## config.mk

```make
export PLATFORM = sky130hd
export DESIGN_NAME = q_layer_ti_serial_flat
export DESIGN_NICKNAME = d
export VERILOG_FILES = /design/src/rtl/q_layer_ti_serial_if.sv /design/src/rtl/q_layer_ti_serial.sv /design/src/flat_wrapper.sv
export SDC_FILE = /design/constraint.sdc
export NUM_CORES = 1
export LEC_CHECK = 0
export CAP_MARGIN = 20
export CORE_ASPECT_RATIO = 0.8
export CORE_MARGIN = 3
export CORE_UTILIZATION = 50
export DETAILED_ROUTE_END_ITERATION = 7
export GPL_TIMING_DRIVEN = 1
export PLACE_DENSITY = 0.88
export RECOVER_POWER = 100
export SYNTH_ARGS = -nofsm -noshare
export SYNTH_HDL_FRONTEND = slang
export SYNTH_SLANG_ARGS = --single-unit
export TNS_END_PERCENT = 50
```

## constraint.sdc

```tcl
create_clock -name clk -period 4.1 [get_ports clk]
set_clock_uncertainty 0.1 [all_clocks]
set_input_delay 0.82 -clock clk [delete_from_list [all_inputs] [get_ports clk]]
set_output_delay 0.82 -clock clk [all_outputs]
set_load 0.1 [all_outputs]
```

## src/rtl/q_layer_ti_serial_if.sv

```systemverilog
// Handshake and share bus of the serial threshold-implementation Q layer.
// The slave modport is the block side; the master modport is the producer/consumer side.
interface q_layer_ti_serial_if;
  logic        in_valid;
  logic        in_ready;
  logic [63:0] sh1_in;
  logic [63:0] sh2_in;
  logic [63:0] sh3_in;
  logic        out_valid;
  logic        out_ready;
  logic [63:0] sh1_out;
  logic [63:0] sh2_out;
  logic [63:0] sh3_out;

  modport slave (
    input  in_valid,
    input  sh1_in,
    input  sh2_in,
    input  sh3_in,
    input  out_ready,
    output in_ready,
    output out_valid,
    output sh1_out,
    output sh2_out,
    output sh3_out
  );

  modport master (
    output in_valid,
    output sh1_in,
    output sh2_in,
    output sh3_in,
    output out_ready,
    input  in_ready,
    input  out_valid,
    input  sh1_out,
    input  sh2_out,
    input  sh3_out
  );
endinterface

```

## src/rtl/q_layer_ti_serial.sv

```systemverilog
// 3-share threshold implementation of the Midori64 quadratic S-box part Q,
// sweeping the 64-bit state NIB_PER_CYC nibbles per cycle into registered output shares.
module q_layer_ti_serial #(
  parameter int unsigned NIB_PER_CYC = 4
) (
  input  logic               clk,
  input  logic               rst,
  q_layer_ti_serial_if.slave bus
);

  localparam int unsigned K     = 16 / NIB_PER_CYC;
  localparam int unsigned CNT_W = (K > 1) ? $clog2(K) : 1;
  localparam int unsigned GW    = 4 * NIB_PER_CYC;

  if (!(NIB_PER_CYC inside {1, 2, 4, 8, 16})) begin : g_bad_param
    $error("NIB_PER_CYC must be one of 1, 2, 4, 8, 16");
  end

  typedef enum logic [1:0] {
    IDLE,
    PROC,
    DONE
  } state_t;

  state_t           state;
  state_t           state_nxt;
  logic             in_ready;
  logic             out_valid;
  logic [CNT_W-1:0] cnt;
  logic             last;

  logic [63:0]      s1, s2, s3;
  logic [63:0]      o1, o2, o3;
  logic [GW-1:0]    g1, g2, g3;
  logic [GW-1:0]    r1, r2, r3;

  // a is the share that passes linearly (index i), b its companion (index j):
  // quad_(i,j)(u,v) = u_i v_i ^ u_i v_j ^ u_j v_i, applied to x2*x1 and x2*x0.
  function automatic logic [3:0] q_share(input logic [3:0] a, input logic [3:0] b);
    logic t3;
    logic t1;
    t3 = (a[2] & a[1]) ^ (a[2] & b[1]) ^ (b[2] & a[1]);
    t1 = (a[2] & a[0]) ^ (a[2] & b[0]) ^ (b[2] & a[0]);
    return {a[3] ^ t3, a[2], a[1] ^ t1, a[0]};
  endfunction

  assign last = (cnt == CNT_W'(K - 1));

  always_ff @(posedge clk) begin
    if (rst) begin
      state <= IDLE;
    end else begin
      state <= state_nxt;
    end
  end

  always_comb begin
    state_nxt = state;
    in_ready  = 1'b0;
    out_valid = 1'b0;
    unique case (state)
      IDLE: begin
        in_ready = 1'b1;
        if (bus.in_valid) begin
          state_nxt = PROC;
        end
      end
      PROC: begin
        if (last) begin
          state_nxt = DONE;
        end
      end
      DONE: begin
        out_valid = 1'b1;
        if (bus.out_ready) begin
          state_nxt = IDLE;
        end
      end
      default: state_nxt = IDLE;
    endcase
  end

  // Select the current nibble group from the captured shares only.
  always_comb begin
    g1 = '0;
    g2 = '0;
    g3 = '0;
    for (int unsigned g = 0; g < K; g++) begin
      if (cnt == CNT_W'(g)) begin
        g1 = s1[g*GW +: GW];
        g2 = s2[g*GW +: GW];
        g3 = s3[g*GW +: GW];
      end
    end
  end

  // Output share i never sees input share i (non-completeness).
  always_comb begin
    r1 = '0;
    r2 = '0;
    r3 = '0;
    for (int unsigned l = 0; l < NIB_PER_CYC; l++) begin
      r1[4*l +: 4] = q_share(g2[4*l +: 4], g3[4*l +: 4]);
      r2[4*l +: 4] = q_share(g3[4*l +: 4], g1[4*l +: 4]);
      r3[4*l +: 4] = q_share(g1[4*l +: 4], g2[4*l +: 4]);
    end
  end

  always_ff @(posedge clk) begin
    if (rst) begin
      s1  <= '0;
      s2  <= '0;
      s3  <= '0;
      o1  <= '0;
      o2  <= '0;
      o3  <= '0;
      cnt <= '0;
    end else begin
      if (state == IDLE && bus.in_valid) begin
        s1  <= bus.sh1_in;
        s2  <= bus.sh2_in;
        s3  <= bus.sh3_in;
        cnt <= '0;
      end
      if (state == PROC) begin
        for (int unsigned g = 0; g < K; g++) begin
          if (cnt == CNT_W'(g)) begin
            o1[g*GW +: GW] <= r1;
            o2[g*GW +: GW] <= r2;
            o3[g*GW +: GW] <= r3;
          end
        end
        if (!last) begin
          cnt <= cnt + 1'b1;
        end
      end
    end
  end

  assign bus.in_ready  = in_ready;
  assign bus.out_valid = out_valid;
  assign bus.sh1_out   = o1;
  assign bus.sh2_out   = o2;
  assign bus.sh3_out   = o3;

endmodule

```

## src/flat_wrapper.sv

```systemverilog
// flat-port wrapper written by rule: the top's interface ports become plain ports
module q_layer_ti_serial_flat 
#(
  parameter int unsigned NIB_PER_CYC = 4
)
  (clk, rst, bus_in_valid, bus_sh1_in, bus_sh2_in, bus_sh3_in, bus_out_ready, bus_in_ready, bus_out_valid, bus_sh1_out, bus_sh2_out, bus_sh3_out);
  q_layer_ti_serial_if bus_i ();
  input  logic clk;
  input  logic rst;
  input wire logic [$bits(bus_i.in_valid)-1:0] bus_in_valid;
  input wire logic [$bits(bus_i.sh1_in)-1:0] bus_sh1_in;
  input wire logic [$bits(bus_i.sh2_in)-1:0] bus_sh2_in;
  input wire logic [$bits(bus_i.sh3_in)-1:0] bus_sh3_in;
  input wire logic [$bits(bus_i.out_ready)-1:0] bus_out_ready;
  output wire logic [$bits(bus_i.in_ready)-1:0] bus_in_ready;
  output wire logic [$bits(bus_i.out_valid)-1:0] bus_out_valid;
  output wire logic [$bits(bus_i.sh1_out)-1:0] bus_sh1_out;
  output wire logic [$bits(bus_i.sh2_out)-1:0] bus_sh2_out;
  output wire logic [$bits(bus_i.sh3_out)-1:0] bus_sh3_out;
  assign bus_i.in_valid = bus_in_valid;
  assign bus_i.sh1_in = bus_sh1_in;
  assign bus_i.sh2_in = bus_sh2_in;
  assign bus_i.sh3_in = bus_sh3_in;
  assign bus_i.out_ready = bus_out_ready;
  assign bus_in_ready = bus_i.in_ready;
  assign bus_out_valid = bus_i.out_valid;
  assign bus_sh1_out = bus_i.sh1_out;
  assign bus_sh2_out = bus_i.sh2_out;
  assign bus_sh3_out = bus_i.sh3_out;
  q_layer_ti_serial #(.NIB_PER_CYC(NIB_PER_CYC)) u_core (.clk(clk), .rst(rst), .bus(bus_i));
endmodule
```

==> results of run 1 <==
## power groups by stage
stage	logic (mW)	clock network [mW]	registers, mW
after floorplan	0.748	0	4.39
after global placement	1.68	0	4.12
after detailed placement	1.71	0	4.12
after CTS	1.72	3.81	4.04
after global routing	1.82	3.96	4.05
final	1.73	3.80	4.04
## how the worst max path moves through the flow
stage	start	end	slack [ps]	depth (start not counted)
6_report	u_core.cnt[0]	u_core.bus.sh1_out[0]	290	6
4_1_cts	u_core.cnt[0]	u_core.bus.sh2_out[11]	530	9
3_3_place_gp	u_core.cnt[0]	u_core.bus.sh1_out[23]	660	9
2_1_floorplan	u_core.state[1]	u_core.s3[45]	1170	7
3_5_place_dp	u_core.cnt[0]	u_core.bus.sh2_out[11]	560	9
5_1_grt	u_core.cnt[1]	u_core.bus.sh3_out[1]	130	10
## sequential cells by signal, summed over array words and instances, names as in the netlist
name and cells:
u_core.bus.sh1_out 64, u_core.bus.sh2_out 64, u_core.bus.sh3_out 64, u_core.cnt 2, u_core.s1 64, u_core.s2 64, u_core.s3 64, u_core.state 2
## placed cells by master, fill, tap and decap left out, types with 5 or more instances in the layout
cell type | Yosys | layout
clkdlybuf4s50_1 | 0 | 193
nor2b_1 | 30 | 30
nor3b_1 | 26 | 26
a31oi_1 | 31 | 31
a211o_1 | 27 | 27
o21a_1 | 6 | 6
o211ai_1 | 7 | 7
a32oi_1 | 12 | 12
xor2_1 | 7 | 7
o21ai_0 | 38 | 41
a21oi_1 | 299 | 299
clkbuf_8 | 0 | 9
clkbuf_16 | 0 | 41
o2111ai_1 | 12 | 12
mux2i_1 | 9 | 9
and3_1 | 19 | 19
clkbuf_1 | 148 | 13
nand3_1 | 72 | 72
o221ai_1 | 6 | 6
o311ai_0 | 7 | 20
xnor2_1 | 15 | 15
dlygate4sd3_1 | 0 | 195
a22oi_1 | 7 | 7
o211a_1 | 7 | 7
buf_4 | 0 | 42
nand2_1 | 624 | 622
dfxtp_1 | 388 | 388
clkbuf_2 | 0 | 5
nand4_1 | 33 | 33
nand3b_1 | 34 | 34
a211oi_1 | 84 | 90
o21ai_1 | 9 | 6
nor3_1 | 40 | 40
a211oi_2 | 15 | 9
nor2_1 | 87 | 87
## per-stage QoR
| step | hold slack, ps | std cells | power [mW] | utilization [%] |
|---|---|---|---|---|
| 4_1_cts | 354.1 | 2982 | 9.560 | 67.43 |
| 6_report | 348.9 | 2986 | 9.569 | 67.22 |
| 2_1_floorplan | 331.5 | 2220 | 5.141 | - |
| 3_5_place_dp | 346.0 | 2913 | 5.824 | 63.41 |
| 5_1_grt | 371.9 | 2983 | 9.832 | 67.20 |
| 3_3_place_gp | 340.8 | 2913 | 5.794 | 63.41 |
## cells by family (layout without fill, tap and decap cells)
logic type               after synthesis  count (layout)  synth area share (%)
flip-flops                           388             388                 45.19
buffers and inverters                194             523                 4.542
AO/OA/AOI/OAI                        607             607                 22.63
AND/OR/NAND/NOR                      996             996                 25.71
XOR/XNOR                              22              22                 1.121
multiplexers                           9               9                0.5241
other                                  0               3                     0
adder cells (fa/ha/maj)                4               4                0.2912
## worst reg2reg max path, cell delays in order (launching register included)
cell	delay [ps]
dfxtp_1	390
inv_1	120
ha_2	660
and2_2	690
clkbuf_1	1160
nand2_1	360
a21oi_1	250
## layer usage
layer	share of wire [%]	routed length, um	up-vias	GRT usage [%]
met5	0	0	-	0
met4	4.4	2946	0	13.79
met3	12	8038	236	9.136
met2	45	30240	1235	55.29
met1	39	26470	8763	47.18
li1	-	-	8378	-
## final cells by class
type | count | share of cell area, %
Antenna cell | 3 | 0.03306
Timing Repair Buffer | 449 | 19.18
Multi-Input combinational cell | 1638 | 38.12
Clock inverter | 14 | 0.8375
Sequential cell | 388 | 34.20
Clock buffer | 55 | 5.146
Inverter | 5 | 0.08264
Tap cell | 434 | 2.391
==> impl_metrics.csv, run 1 <==
group,metric,value,unit
run_status,status,"complete, but fails checks",
run_status,violations,"capacitance limit, slew limit",
global_route,grt_pass1_wl,101.1,mm
setup_path,crit_arrival,4170,ps
timing,fmax,262.5,MHz
power,pwr-share-comb,18.1,%
place,hpwl,48.37,mm
setup_path,r2r_cells,6,
clock_tree,postCtsSetupRepairBufs,0,
worst_hold_path,hold_path.startpoint,"u_core.bus.sh3_out[14]",
drt,wl,67.70,mm
clock_tree,clockBufferDepth,3,
cells_and_area,drive_above_1_share,5.806,%
power,swShare,29.88,%
power,power_leakage,8.589,nW
drt,via_count,18612,
clock_tree,cts_buffers,40,
clock_tree,cts.sinks,388,
die,die_h,171.8,um
setup_path,r2r-end,"u_core.bus.sh1_out[0]",
clock_tree,path_clk_slew,60,ps
place,port_buffers,389,
synth,syn-num-nets,2420,
clock_tree,cts_tree,"yes",
timing,slew_viol_final,175,
synth,synth_warnings,0,
timing,worstMarginPinSlew,2017,ps
power,clock_power_share,39.7,%
setup_path,slowest_stage,"clkbuf_1",
setup_path,crit_path_max_incr_delay,1150,ps
timing,tns,0,ps
synth,yosysMostFrequentCell,"nand2_1",
synth,netlist_area,17190,um^2
power,power.share.sequential,42.2,%
timing,rsz0062_at_grt,"no",
cells_and_area,area_growth,32.11,%
synth,ys.flop_type,"dfxtp_1",
worst_hold_path,hp-class,"reg2reg",
timing,fin_ws,290.4,ps
synth,ys_seq_area_share,45.19,%
run,drv_cap,3,
timing,timing.final.hold_violations,0,
setup_path,rrSetupSlack,290,ps
drt,drt_iter0_drc,2682,
drt,firstDrtPassIters,6,
global_route,grt-ovfl-total,0,
clock_tree,worstSkewPairLatency,550,ps
setup_path,critical_path.max_fanout,29,
cells_and_area,regArea,7767,um^2
power,peakVddDrop,243.6,uV
setup_path,crit_type,"reg2reg",
timing,min_period,3810,ps
setup_path,cp_num_buf_inv,2,
drt,drt-wirelength-per-cell,22.67,um
timing,max_slew_margin,-34.49,%
worst_hold_path,whs_path_depth,2,
die,core,33780,um^2
die,dieWidth,213.3,um
worst_hold_path,hold_path_end,"u_core.bus.sh3_out[14]",
setup_path,endpoint_kind,"flip-flop",
clock_tree,cts_resized,0,
clock_tree,h-tree-depth,2,
drt,vias_per_cell,6.233,
synth,synth_area_per_cell,7.743,um^2
synth,synth.top_cell.area_share,45.19,%
place,dp_slack,557.5,ps
synth,synthTopCellsByArea,"dfxtp_1, nand2_1, a21oi_1",
cells_and_area,multi_input_area,8657,um^2
setup_path,crit_required,4460,ps
synth,synth.distinct_cells,59,
synth,synthCells,2220,
cells_and_area,fin_area,22710,um^2
setup_path,path_cells,"inv_1, ha_2, and2_2, clkbuf_1, nand2_1, a21oi_1",
power,p_sw,2.859,mW
power,p_int,6.710,mW
synth,ys_ff_latch,388,
die,start_util,50.89,%
clock_tree,cts_hold_buf,0,
drt,detail-route-antenna-nets,0,
timing,setup_viol,0,
place,placed_cell_area,21420,um^2
die,rows,60,
drt,drcViolationCount,0,
setup_path,crit_family,"buffers and inverters",
global_route,grt_max_degree,96,
setup_path,r2r-start,"u_core.cnt[0]",
cells_and_area,fillCellCount,2674,
power,power_density,421.4,nW/um^2
cells_and_area,final_nets,2722,
synth,netlist_top_cells_count,"nand2_1, dfxtp_1, a21oi_1",
die,die_area,36660,um^2
setup_path,cp-start-kind,"flip-flop",
synth,async_reset_ff_share,0,%
timing,finalCritPeriodShare,92.92,%
place,routabilityCongestion,1.011,
synth,synth_edf_count,0,
die,ios,390,
global_route,track_usage,35.37,%
global_route,antenna_found_initial,1,
clock_tree,cts-root-buf,"clkbuf_16",
global_route,first_global_vias,17523,
synth,synth_top_cell_by_area,"dfxtp_1",
Note: power is estimated with default switching activity, not from simulation.
==> inputs of run 2 (changes only) <==
- TNS_END_PERCENT: 50 -> 20
==> results of run 2 <==
No change in the layout: final DEF, timing and power equal those of run 1.
